===== config.mk =====
export PLATFORM = sky130hd
export DESIGN_NAME = axis_stream_chain
export DESIGN_NICKNAME = d
export VERILOG_FILES = /design/src/rtl/axis_stream_chain.sv
export SDC_FILE = /design/constraint.sdc
export NUM_CORES = 1
export LEC_CHECK = 0
export ABC_AREA = 1
export CAP_MARGIN = 40
export CORE_MARGIN = 3
export CORE_UTILIZATION = 40
export CTS_BUF_LIST = sky130_fd_sc_hd__clkbuf_4 sky130_fd_sc_hd__clkbuf_8
export DETAILED_ROUTE_END_ITERATION = 12
export GPL_ROUTABILITY_DRIVEN = 0
export PLACE_DENSITY_LB_ADDON = 0.15
export SLEW_MARGIN = 0
export SYNTH_ARGS = -nofsm -noshare
export SYNTH_HDL_FRONTEND = slang
export SYNTH_SLANG_ARGS = --single-unit

===== constraint.sdc =====
create_clock -name clk -period 2.1 [get_ports clk]
set_clock_uncertainty 0.15 [all_clocks]
set_input_delay 0.42 -clock clk [delete_from_list [all_inputs] [get_ports clk]]
set_output_delay 0.42 -clock clk [all_outputs]
set_load 0.02 [all_outputs]

===== src/rtl/axis_stream_chain.sv =====
// axis_stream_chain: counting AXI4-Stream source -> one-stage skid buffer ->
// sink with periodic backpressure, beat counting and sequence checking.
// The mon_* outputs expose the pipe-to-sink stream (tfirst is internal only).
module axis_stream_chain #(
  parameter int AXIS_WIDTH = 32
) (
  input  logic                  clk,
  input  logic                  reset,
  input  logic                  en,
  input  logic [AXIS_WIDTH-1:0] init_data,
  output logic                  mon_tvalid,
  output logic                  mon_tready,
  output logic [AXIS_WIDTH-1:0] mon_tdata,
  output logic [31:0]           beat_count,
  output logic [AXIS_WIDTH-1:0] last_data,
  output logic                  seq_error
);

  localparam logic [AXIS_WIDTH-1:0] DATA_ZERO = {AXIS_WIDTH{1'b0}};
  localparam logic [AXIS_WIDTH-1:0] DATA_ONE  = AXIS_WIDTH'(1);

  // Next value of the counting sequence; wraps modulo 2^AXIS_WIDTH.
  function automatic logic [AXIS_WIDTH-1:0] data_inc(input logic [AXIS_WIDTH-1:0] v);
    return v + DATA_ONE;
  endfunction

  // Source stage
  logic                  src_valid_q, src_valid_d;
  logic [AXIS_WIDTH-1:0] src_data_q,  src_data_d;
  logic                  src_first_q, src_first_d;

  // Pipe stage: main register, skid register and registered s_tready
  logic                  pipe_s_ready_q, pipe_s_ready_d;
  logic                  main_valid_q, main_valid_d;
  logic [AXIS_WIDTH-1:0] main_data_q,  main_data_d;
  logic                  main_first_q, main_first_d;
  logic                  skid_valid_q, skid_valid_d;
  logic [AXIS_WIDTH-1:0] skid_data_q,  skid_data_d;
  logic                  skid_first_q, skid_first_d;

  // Sink stage
  logic [1:0]            rdy_cnt_q,      rdy_cnt_d;
  logic                  expect_first_q, expect_first_d;
  logic [31:0]           beat_count_q,   beat_count_d;
  logic [AXIS_WIDTH-1:0] last_data_q,    last_data_d;
  logic                  seq_error_q,    seq_error_d;

  // Handshake qualifiers
  logic src_xfer_s;
  logic snk_ready_s;
  logic snk_xfer_s;

  // Transfer conditions on both internal links; sink ready drops one cycle in four.
  always_comb begin
    snk_ready_s = (rdy_cnt_q != 2'd3);
    src_xfer_s  = src_valid_q & pipe_s_ready_q;
    snk_xfer_s  = main_valid_q & snk_ready_s;
  end

  // Source: start a burst from init_data when idle, count up on each transfer,
  // and go idle after the pending beat is taken once en is low.
  always_comb begin
    src_valid_d = src_valid_q;
    src_data_d  = src_data_q;
    src_first_d = src_first_q;
    if (!src_valid_q) begin
      if (en) begin
        src_valid_d = 1'b1;
        src_data_d  = init_data;
        src_first_d = 1'b1;
      end else begin
        src_valid_d = 1'b0;
      end
    end else if (src_xfer_s) begin
      if (en) begin
        src_data_d  = data_inc(src_data_q);
        src_first_d = 1'b0;
      end else begin
        src_valid_d = 1'b0;
      end
    end else begin
      src_valid_d = 1'b1;
    end
  end

  // Pipe: main register refills from skid first, then from the input; an input
  // beat arriving while main is stalled parks in the skid register.
  always_comb begin
    main_valid_d = main_valid_q;
    main_data_d  = main_data_q;
    main_first_d = main_first_q;
    skid_valid_d = skid_valid_q;
    skid_data_d  = skid_data_q;
    skid_first_d = skid_first_q;
    if (snk_xfer_s || !main_valid_q) begin
      if (skid_valid_q) begin
        main_valid_d = 1'b1;
        main_data_d  = skid_data_q;
        main_first_d = skid_first_q;
        skid_valid_d = 1'b0;
      end else if (src_xfer_s) begin
        main_valid_d = 1'b1;
        main_data_d  = src_data_q;
        main_first_d = src_first_q;
      end else begin
        main_valid_d = 1'b0;
      end
    end else begin
      if (src_xfer_s) begin
        skid_valid_d = 1'b1;
        skid_data_d  = src_data_q;
        skid_first_d = src_first_q;
      end else begin
        skid_valid_d = skid_valid_q;
      end
    end
    pipe_s_ready_d = ~skid_valid_d;
  end

  // Sink: free-running ready counter, beat accounting and continuity check.
  always_comb begin
    rdy_cnt_d      = rdy_cnt_q + 2'd1;
    expect_first_d = expect_first_q;
    beat_count_d   = beat_count_q;
    last_data_d    = last_data_q;
    seq_error_d    = seq_error_q;
    if (snk_xfer_s) begin
      beat_count_d = beat_count_q + 32'd1;
      last_data_d  = main_data_q;
      if (main_first_q || expect_first_q) begin
        expect_first_d = 1'b0;
      end else if (main_data_q != data_inc(last_data_q)) begin
        seq_error_d = 1'b1;
      end else begin
        seq_error_d = seq_error_q;
      end
    end else begin
      beat_count_d = beat_count_q;
    end
  end

  // State registers for all three stages; reset discards any in-flight beats.
  always_ff @(posedge clk or negedge reset) begin
    if (!reset) begin
      src_valid_q    <= 1'b0;
      src_data_q     <= DATA_ZERO;
      src_first_q    <= 1'b0;
      pipe_s_ready_q <= 1'b0;
      main_valid_q   <= 1'b0;
      main_data_q    <= DATA_ZERO;
      main_first_q   <= 1'b0;
      skid_valid_q   <= 1'b0;
      skid_data_q    <= DATA_ZERO;
      skid_first_q   <= 1'b0;
      rdy_cnt_q      <= 2'd0;
      expect_first_q <= 1'b1;
      beat_count_q   <= 32'd0;
      last_data_q    <= DATA_ZERO;
      seq_error_q    <= 1'b0;
    end else begin
      src_valid_q    <= src_valid_d;
      src_data_q     <= src_data_d;
      src_first_q    <= src_first_d;
      pipe_s_ready_q <= pipe_s_ready_d;
      main_valid_q   <= main_valid_d;
      main_data_q    <= main_data_d;
      main_first_q   <= main_first_d;
      skid_valid_q   <= skid_valid_d;
      skid_data_q    <= skid_data_d;
      skid_first_q   <= skid_first_d;
      rdy_cnt_q      <= rdy_cnt_d;
      expect_first_q <= expect_first_d;
      beat_count_q   <= beat_count_d;
      last_data_q    <= last_data_d;
      seq_error_q    <= seq_error_d;
    end
  end

  // Monitor and status outputs are taken straight from registers.
  always_comb begin
    mon_tvalid = main_valid_q;
    mon_tready = snk_ready_s;
    mon_tdata  = main_data_q;
    beat_count = beat_count_q;
    last_data  = last_data_q;
    seq_error  = seq_error_q;
  end

endmodule


; ---- Yosys cells after proc, flatten, opt, wreduce, memory -nomap -nowiden
; Index checks and enable logic that the tools add are counted.
[word_totals]
register_bits = 171
input_bits = 35
elab_cells = 57
[classes]
add_sub_neg = 4
n_eq_ne = 4
n_mux = 19
bitwise_logic = 5
n_reduce_logical = 10
[op_table]
columns = op, n
row1 = $mux 32, 6
row2 = $add 32x1->32 const B, 3
row3 = $ne 32x32->1, 1
row4 = $mux 1, 13
row5 = $reduce_and 2->1, 3
row6 = $reduce_and 3->1, 2
row7 = $ne 2x2->1 const B, 2
row8 = $reduce_bool 2->1, 2
row9 = $not 1->1, 3
row10 = $add 2x1->2 const B, 1
row11 = $and 1x1->1, 2
row12 = $logic_or 1x1->1, 2
row13 = $ne 2x1->1 const B, 1
row14 = $logic_not 1->1, 1

; ---- Longest topological paths before layout
[logic_depth]
word_depth = 5
mapped_depth = 17
mapped_depth_nobuf = 17

; ---- Worst setup path after synthesis
; No wires, ideal clock.
[synth_timing]
path_type = register to register
from = register rdy_cnt_q[0]
to = register beat_count_q[30], in the netlist beat_count[30]
setup_time_ps = 80
t_arrival_ps = 1885
required_ps = 1870
setup_slack_ps = -15
stages_incl_launch_ff = 13
period_less_slack_ps = 2115
path_cell_list = dfrtp_1 > ha_1 > inv_2 > nand2_4 > nor2_4 > nand3_4 > nor2_4 > nand2_2 > nor2_4 > nand2_2 > or2_4 > nor3_2 > xor2_1
[synth_via]
elab_chain_len = 2
[synth_lines]
columns = item, line
row1 = from (decl), 42  ; logic [1:0] rdy_cnt_q, rdy_cnt_d;
row2 = from (signal assigned), 171  ; rdy_cnt_q <= rdy_cnt_d;
row3 = $ne 2x2->1, 55  ; snk_ready_s = (rdy_cnt_q != 2'd3);
row4 = via mon_tready, 12  ; output logic mon_tready,
row5 = $and 1x1->1, 57  ; snk_xfer_s = main_valid_q & snk_ready_s;
row6 = to (signal assigned), 173  ; beat_count_q <= beat_count_d;
row7 = to (decl), 44  ; logic [31:0] beat_count_q, beat_count_d;
; The timed path passes the listed nets, and every way through them passes these cells.
; A chain may end at the register's enable or synchronous reset.

; ---- Worst setup path in the final report
[layout_timing]
from = register last_data_q[1], in the netlist last_data[1]
to = register seq_error_q, in the netlist seq_error
[layout_via]
elab_chain_len = 3
[layout_lines]
columns = item, line
row1 = from (decl), 45  ; logic [AXIS_WIDTH-1:0] last_data_q, last_data_d;
row2 = from (signal assigned), 174  ; last_data_q <= last_data_d;
row3 = $add 32x1->32, 24  ; return v + DATA_ONE;
row4 = $ne 32x32->1, 132  ; end else if (main_data_q != data_inc(last_data_q)) begin
row5 = $reduce_and 3->1 (no line), --
row6 = to (signal assigned), 175  ; seq_error_q <= seq_error_d;
row7 = to (decl), 46  ; logic seq_error_q, seq_error_d;
; Every way passes these cells.

==> insert_results.sql <==
INSERT INTO impl_metrics (metric_group, metric, value, unit) VALUES
('floorplan', 'io_pins', '134', ''),
('clock_network', 'clk_pin_slew', '110', 'ps'),
('floorplan', 'floorplan.die.width', '158.6', 'um'),
('timing', 'final-max-slew-violation-count', '0', ''),
('grt', 'grtUsageTotal', '19.99', '%'),
('yosys', 'synth.ff_latch_count', '171', ''),
('pwr', 'power_switching_share', '38.34', '%'),
('yosys', 'synth-async-reset-ratio', '100.0', '%'),
('yosys', 'total_standard_cell_area_after_synthesis', '9309', 'um^2'),
('timing', 'final.hold.worst_slack', '229.8', 'ps'),
('setup_path', 'crit_fanout', '4', ''),
('floorplan', 'die-area', '25140', 'um^2'),
('timing', 'setup_viol_count_final', '5', ''),
('clock_network', 'cts_root_buf', 'sky130_fd_sc_hd__clkbuf_8', ''),
('timing', 'worstMarginPinSlew', '625.8', 'ps'),
('cells_and_area', 'post_route_cells_drive_above_1_share', '16.11', '%'),
('floorplan', 'initial_core_util', '40.87', '%'),
('clock_network', 'worst_skew_pair_latency', '470', 'ps'),
('routing', 'route.detailed.wl_per_inst', '14.54', 'um'),
('setup_path', 'cp_data_required_time', '2310', 'ps'),
('clock_network', 'tritoncts_num_sinks', '171', ''),
('routing', 'detail_route.vias_per_cell', '4.875', ''),
('grt', 'grt_first_pass_wirelength', '39670', 'um'),
('timing', 'layout_worst_path_cycle_share', '104.0', '%'),
('cells_and_area', 'antennaDiodeCount', '0', ''),
('pwr', 'share_seq_of_total_power', '44.4', '%'),
('pwr', 'p_comb_share', '31.8', '%'),
('clock_network', 'cts_max_level', '4', ''),
('pwr', 'power.static_leakage', '6.036', 'nW'),
('clock_network', 'cts_tree', 'yes', ''),
('yosys', 'synth_nets', '1211', ''),
('pwr', 'share_clk_of_total_power', '23.8', '%'),
('timing', 'timing.slew.headroom', '58.28', '%'),
('yosys', 'ys_types', '45', ''),
('routing', 'ant_nets', '0', ''),
('yosys', 'syn_avg_cell_area', '7.943', 'um^2'),
('grt', 'grt_start_max_net_pins', '68', ''),
('clock_network', 'cts_made_buffers', '17', ''),
('setup_path', 'arrival', '2390', 'ps'),
('yosys', 'yosysWarnings', '0', ''),
('floorplan', 'core.rowCount', '55', ''),
('cells_and_area', 'register_area', '4285', 'um^2'),
('yosys', 'synth-seq-area-share', '45.98', '%'),
('placed_design', 'numPortBuffers', '133', ''),
('placed_design', 'place.detailed.hpwl', '18540', 'um'),
('timing', 'rsz0062_at_grt', 'true', ''),
('yosys', 'synth_top_flop_cell', 'sky130_fd_sc_hd__dfrtp_1', ''),
('pwr', 'irDropWorstVdd', '0.3460', 'mV'),
('timing', 'setup_ws', '-84.30', 'ps'),
('clock_network', 'clock_path_buffers', '2', ''),
('routing', 'detailedRoute.firstPassIterationCount', '8', ''),
('pwr', 'internal-power', '6.065', 'mW'),
('outcome', 'run_status', 'finished, violations left', ''),
('setup_path', 'cp-end-kind', 'flop', ''),
('cells_and_area', 'nFillCells', '2216', ''),
('timing', 'fin_tns_setup', '-189.1', 'ps'),
('setup_path', 'worst-setup-path-type', 'flop to flop', ''),
('floorplan', 'die-height', '158.6', 'um'),
('cells_and_area', 'layout.cells.non_filler', '1710', ''),
('yosys', 'synth_edf_count', '0', ''),
('routing', 'route.detailed.drc', '0', ''),
('grt', 'grt_remaining_overflow', '0', ''),
('routing', 'drt_iter0_drc', '463', ''),
('pwr', 'design_power_total', '9.835', 'mW'),
('flow_run', 'maxCapViolations', '0', ''),
('pwr', 'switching_power', '3.771', 'mW'),
('floorplan', 'core_region_area', '22780', 'um^2'),
('cells_and_area', 'total_area_of_multi_input_combinational_cells', '4537', 'um^2'),
('routing', 'drt_wl_total', '24870', 'um'),
('min_path', 'hp-class', 'input pin to async pin', ''),
('placed_design', 'dp.cells', '1655', ''),
('timing', 'hold_viol', '0', ''),
('cells_and_area', 'design.final.nets', '1423', ''),
('timing', 'timing.fmax', '0.4578', 'GHz'),
('cells_and_area', 'syn2layout_area_growth', '31.36', '%'),
('pwr', 'p_per_area', '804.3', 'nW/um^2'),
('outcome', 'violations', 'setup timing', ''),
('setup_path', 'r2r-start', 'last_data[1]$_DFFE_PN0P_', ''),
('grt', 'via_count_of_the_first_global_routing_pass', '7617', ''),
('routing', 'via_count', '8337', ''),
('placed_design', 'place_ws', '-203.3', 'ps'),
('timing', 'final.min_clock_period', '2184', 'ps'),
('setup_path', 'critical_path.startpoint_type', 'flop', ''),
('grt', 'antenna_found_initial', '0', ''),
('setup_path', 'worstSetupStartpoint', 'last_data[1]$_DFFE_PN0P_', ''),
('yosys', 'synthCells', '1172', '');
-- stage by stage --
stage / util (%) / cell area (um^2)
detailed placement: 50.73 / 11550
global placement: 50.73 / 11550
floorplan: - / 9313
CTS: 52.70 / 12000
finish: 53.68 / 12230
global route: 53.68 / 12230
-- state kept, by name, indices dropped and copies added, names as in the netlist, 2 cells and up --
signal,flops
src_data_q,32
beat_count,32
skid_data_q,32
mon_tdata,32
rdy_cnt_q,2
last_data,32
-- metal layers --
metal  GRT usage (%)  wire, um
met5               0         0
met4           4.793       328
met3           3.235      1273
met2           29.10     10630
met1           31.05     12640
-- final timing paths --
kind / end / slack (ps) / cells past startpoint
max reg2reg: seq_error$_DFFE_PN0P_ / -80 / 16
max in group asynchronous: mon_tdata[3]$_DFFE_PN0P_ / 980 / 3
min: beat_count[2]$_DFFE_PN0P_ / 230 / 2
min reg2reg: expect_first_q$_DFFE_PN1P_ / 320 / 2
max: seq_error$_DFFE_PN0P_ / -80 / 16
min in group clk: expect_first_q$_DFFE_PN1P_ / 320 / 2
-- worst max-delay path, cell delays in order (launching register included) --
cell	delay [ps]
sky130_fd_sc_hd__dfrtp_1	410
sky130_fd_sc_hd__ha_2	210
sky130_fd_sc_hd__nand2_2	70
sky130_fd_sc_hd__nor2_4	140
sky130_fd_sc_hd__nand2_2	100
sky130_fd_sc_hd__nor2_4	180
sky130_fd_sc_hd__nand2_1	80
sky130_fd_sc_hd__nand2_1	80
sky130_fd_sc_hd__nand2_1	70
sky130_fd_sc_hd__nand2_2	90
sky130_fd_sc_hd__nand2_1	70
sky130_fd_sc_hd__nor2_2	100
sky130_fd_sc_hd__nand2_1	70
sky130_fd_sc_hd__nor2_1	110
sky130_fd_sc_hd__nand2_1	60
sky130_fd_sc_hd__nand2_1	50
sky130_fd_sc_hd__nand2_1	50
-- synth_stat cells, types with 4 or more instances --
master                     count  area (um^2)
sky130_fd_sc_hd__nand2_1     279         1047
sky130_fd_sc_hd__nor2_2       11        68.82
sky130_fd_sc_hd__xor2_1       51        446.7
sky130_fd_sc_hd__o21ai_1       6        30.03
sky130_fd_sc_hd__dfrtp_1     170         4254
sky130_fd_sc_hd__nor3_1       17        85.08
sky130_fd_sc_hd__a21oi_1      41        205.2
sky130_fd_sc_hd__nor2_1      116        435.4
sky130_fd_sc_hd__xnor2_1      22        192.7
sky130_fd_sc_hd__inv_1       130        488.0
sky130_fd_sc_hd__nand3b_1      5        37.54
sky130_fd_sc_hd__buf_2         6        30.03
sky130_fd_sc_hd__nand2_2       9        56.30
sky130_fd_sc_hd__nand3_1      50        250.2
sky130_fd_sc_hd__nand2_4       5        56.30
sky130_fd_sc_hd__clkbuf_1     33        123.9
sky130_fd_sc_hd__o21ai_0     108        540.5
sky130_fd_sc_hd__ha_1          4        50.05
sky130_fd_sc_hd__nand4_1      11        68.82
sky130_fd_sc_hd__nor2_4       13        146.4
sky130_fd_sc_hd__o22ai_1      16        100.1
sky130_fd_sc_hd__o211ai_1     32        240.2
sky130_fd_sc_hd__inv_2         4        15.01
-- cells in the final DEF (no fill, tap or decap), types with 40 or more instances in the layout --
master	netlist	routed
sky130_fd_sc_hd__nand3_1	50	47
sky130_fd_sc_hd__a21oi_1	41	40
sky130_fd_sc_hd__inv_1	130	130
sky130_fd_sc_hd__nor2_1	116	108
sky130_fd_sc_hd__xor2_1	51	51
sky130_fd_sc_hd__buf_4	0	89
sky130_fd_sc_hd__dlygate4sd2_1	0	84
sky130_fd_sc_hd__o21ai_0	108	108
sky130_fd_sc_hd__nand2_1	279	272
sky130_fd_sc_hd__dfrtp_1	170	166
-- cells by family (layout without fill, tap and decap cells) --
family / Yosys count / count (layout) / synth area share, %
and+or+nand+nor: 534 / 534 / 26.41
DFF: 171 / 171 / 45.98
adders and majority gates: 4 / 4 / 0.5377
AOI/OAI and AO/OA: 212 / 212 / 12.74
buffers and inverters: 177 / 402 / 7.218
xor gates and xnor gates: 74 / 74 / 7.110
-- final cells by class --
class / count / share of cell area [%]
clock buffers: 18 / 2.026
multi-input cells: 824 / 37.10
well taps: 313 / 3.203
clock inverters: 14 / 1.187
repair buffers: 234 / 17.26
flip-flops and latches: 171 / 35.05
inverters: 136 / 4.175
-- timing repair --
item | in CTS | in global routing
gates resized for setup | 102 | 40
setup buffers | 13 | 10
setup endpoints to repair | 91 | 30
endpoints found under the hold margin | 134 | 0
pin swaps | 14 | 19
hold buffers | 1 | 0
-- power groups by stage --
stage                     Combinational [mW]  Sequential [mW]  Clock (mW)
final                                   3.13             4.37        2.34
after global routing                    3.50             4.45        2.53
after CTS                               3.10             4.35        2.41
after detailed placement                3.26             4.42           0
after global placement                  3.23             4.41           0
after floorplan                         1.40             4.72           0
Note: power is estimated with default switching activity, not from simulation.
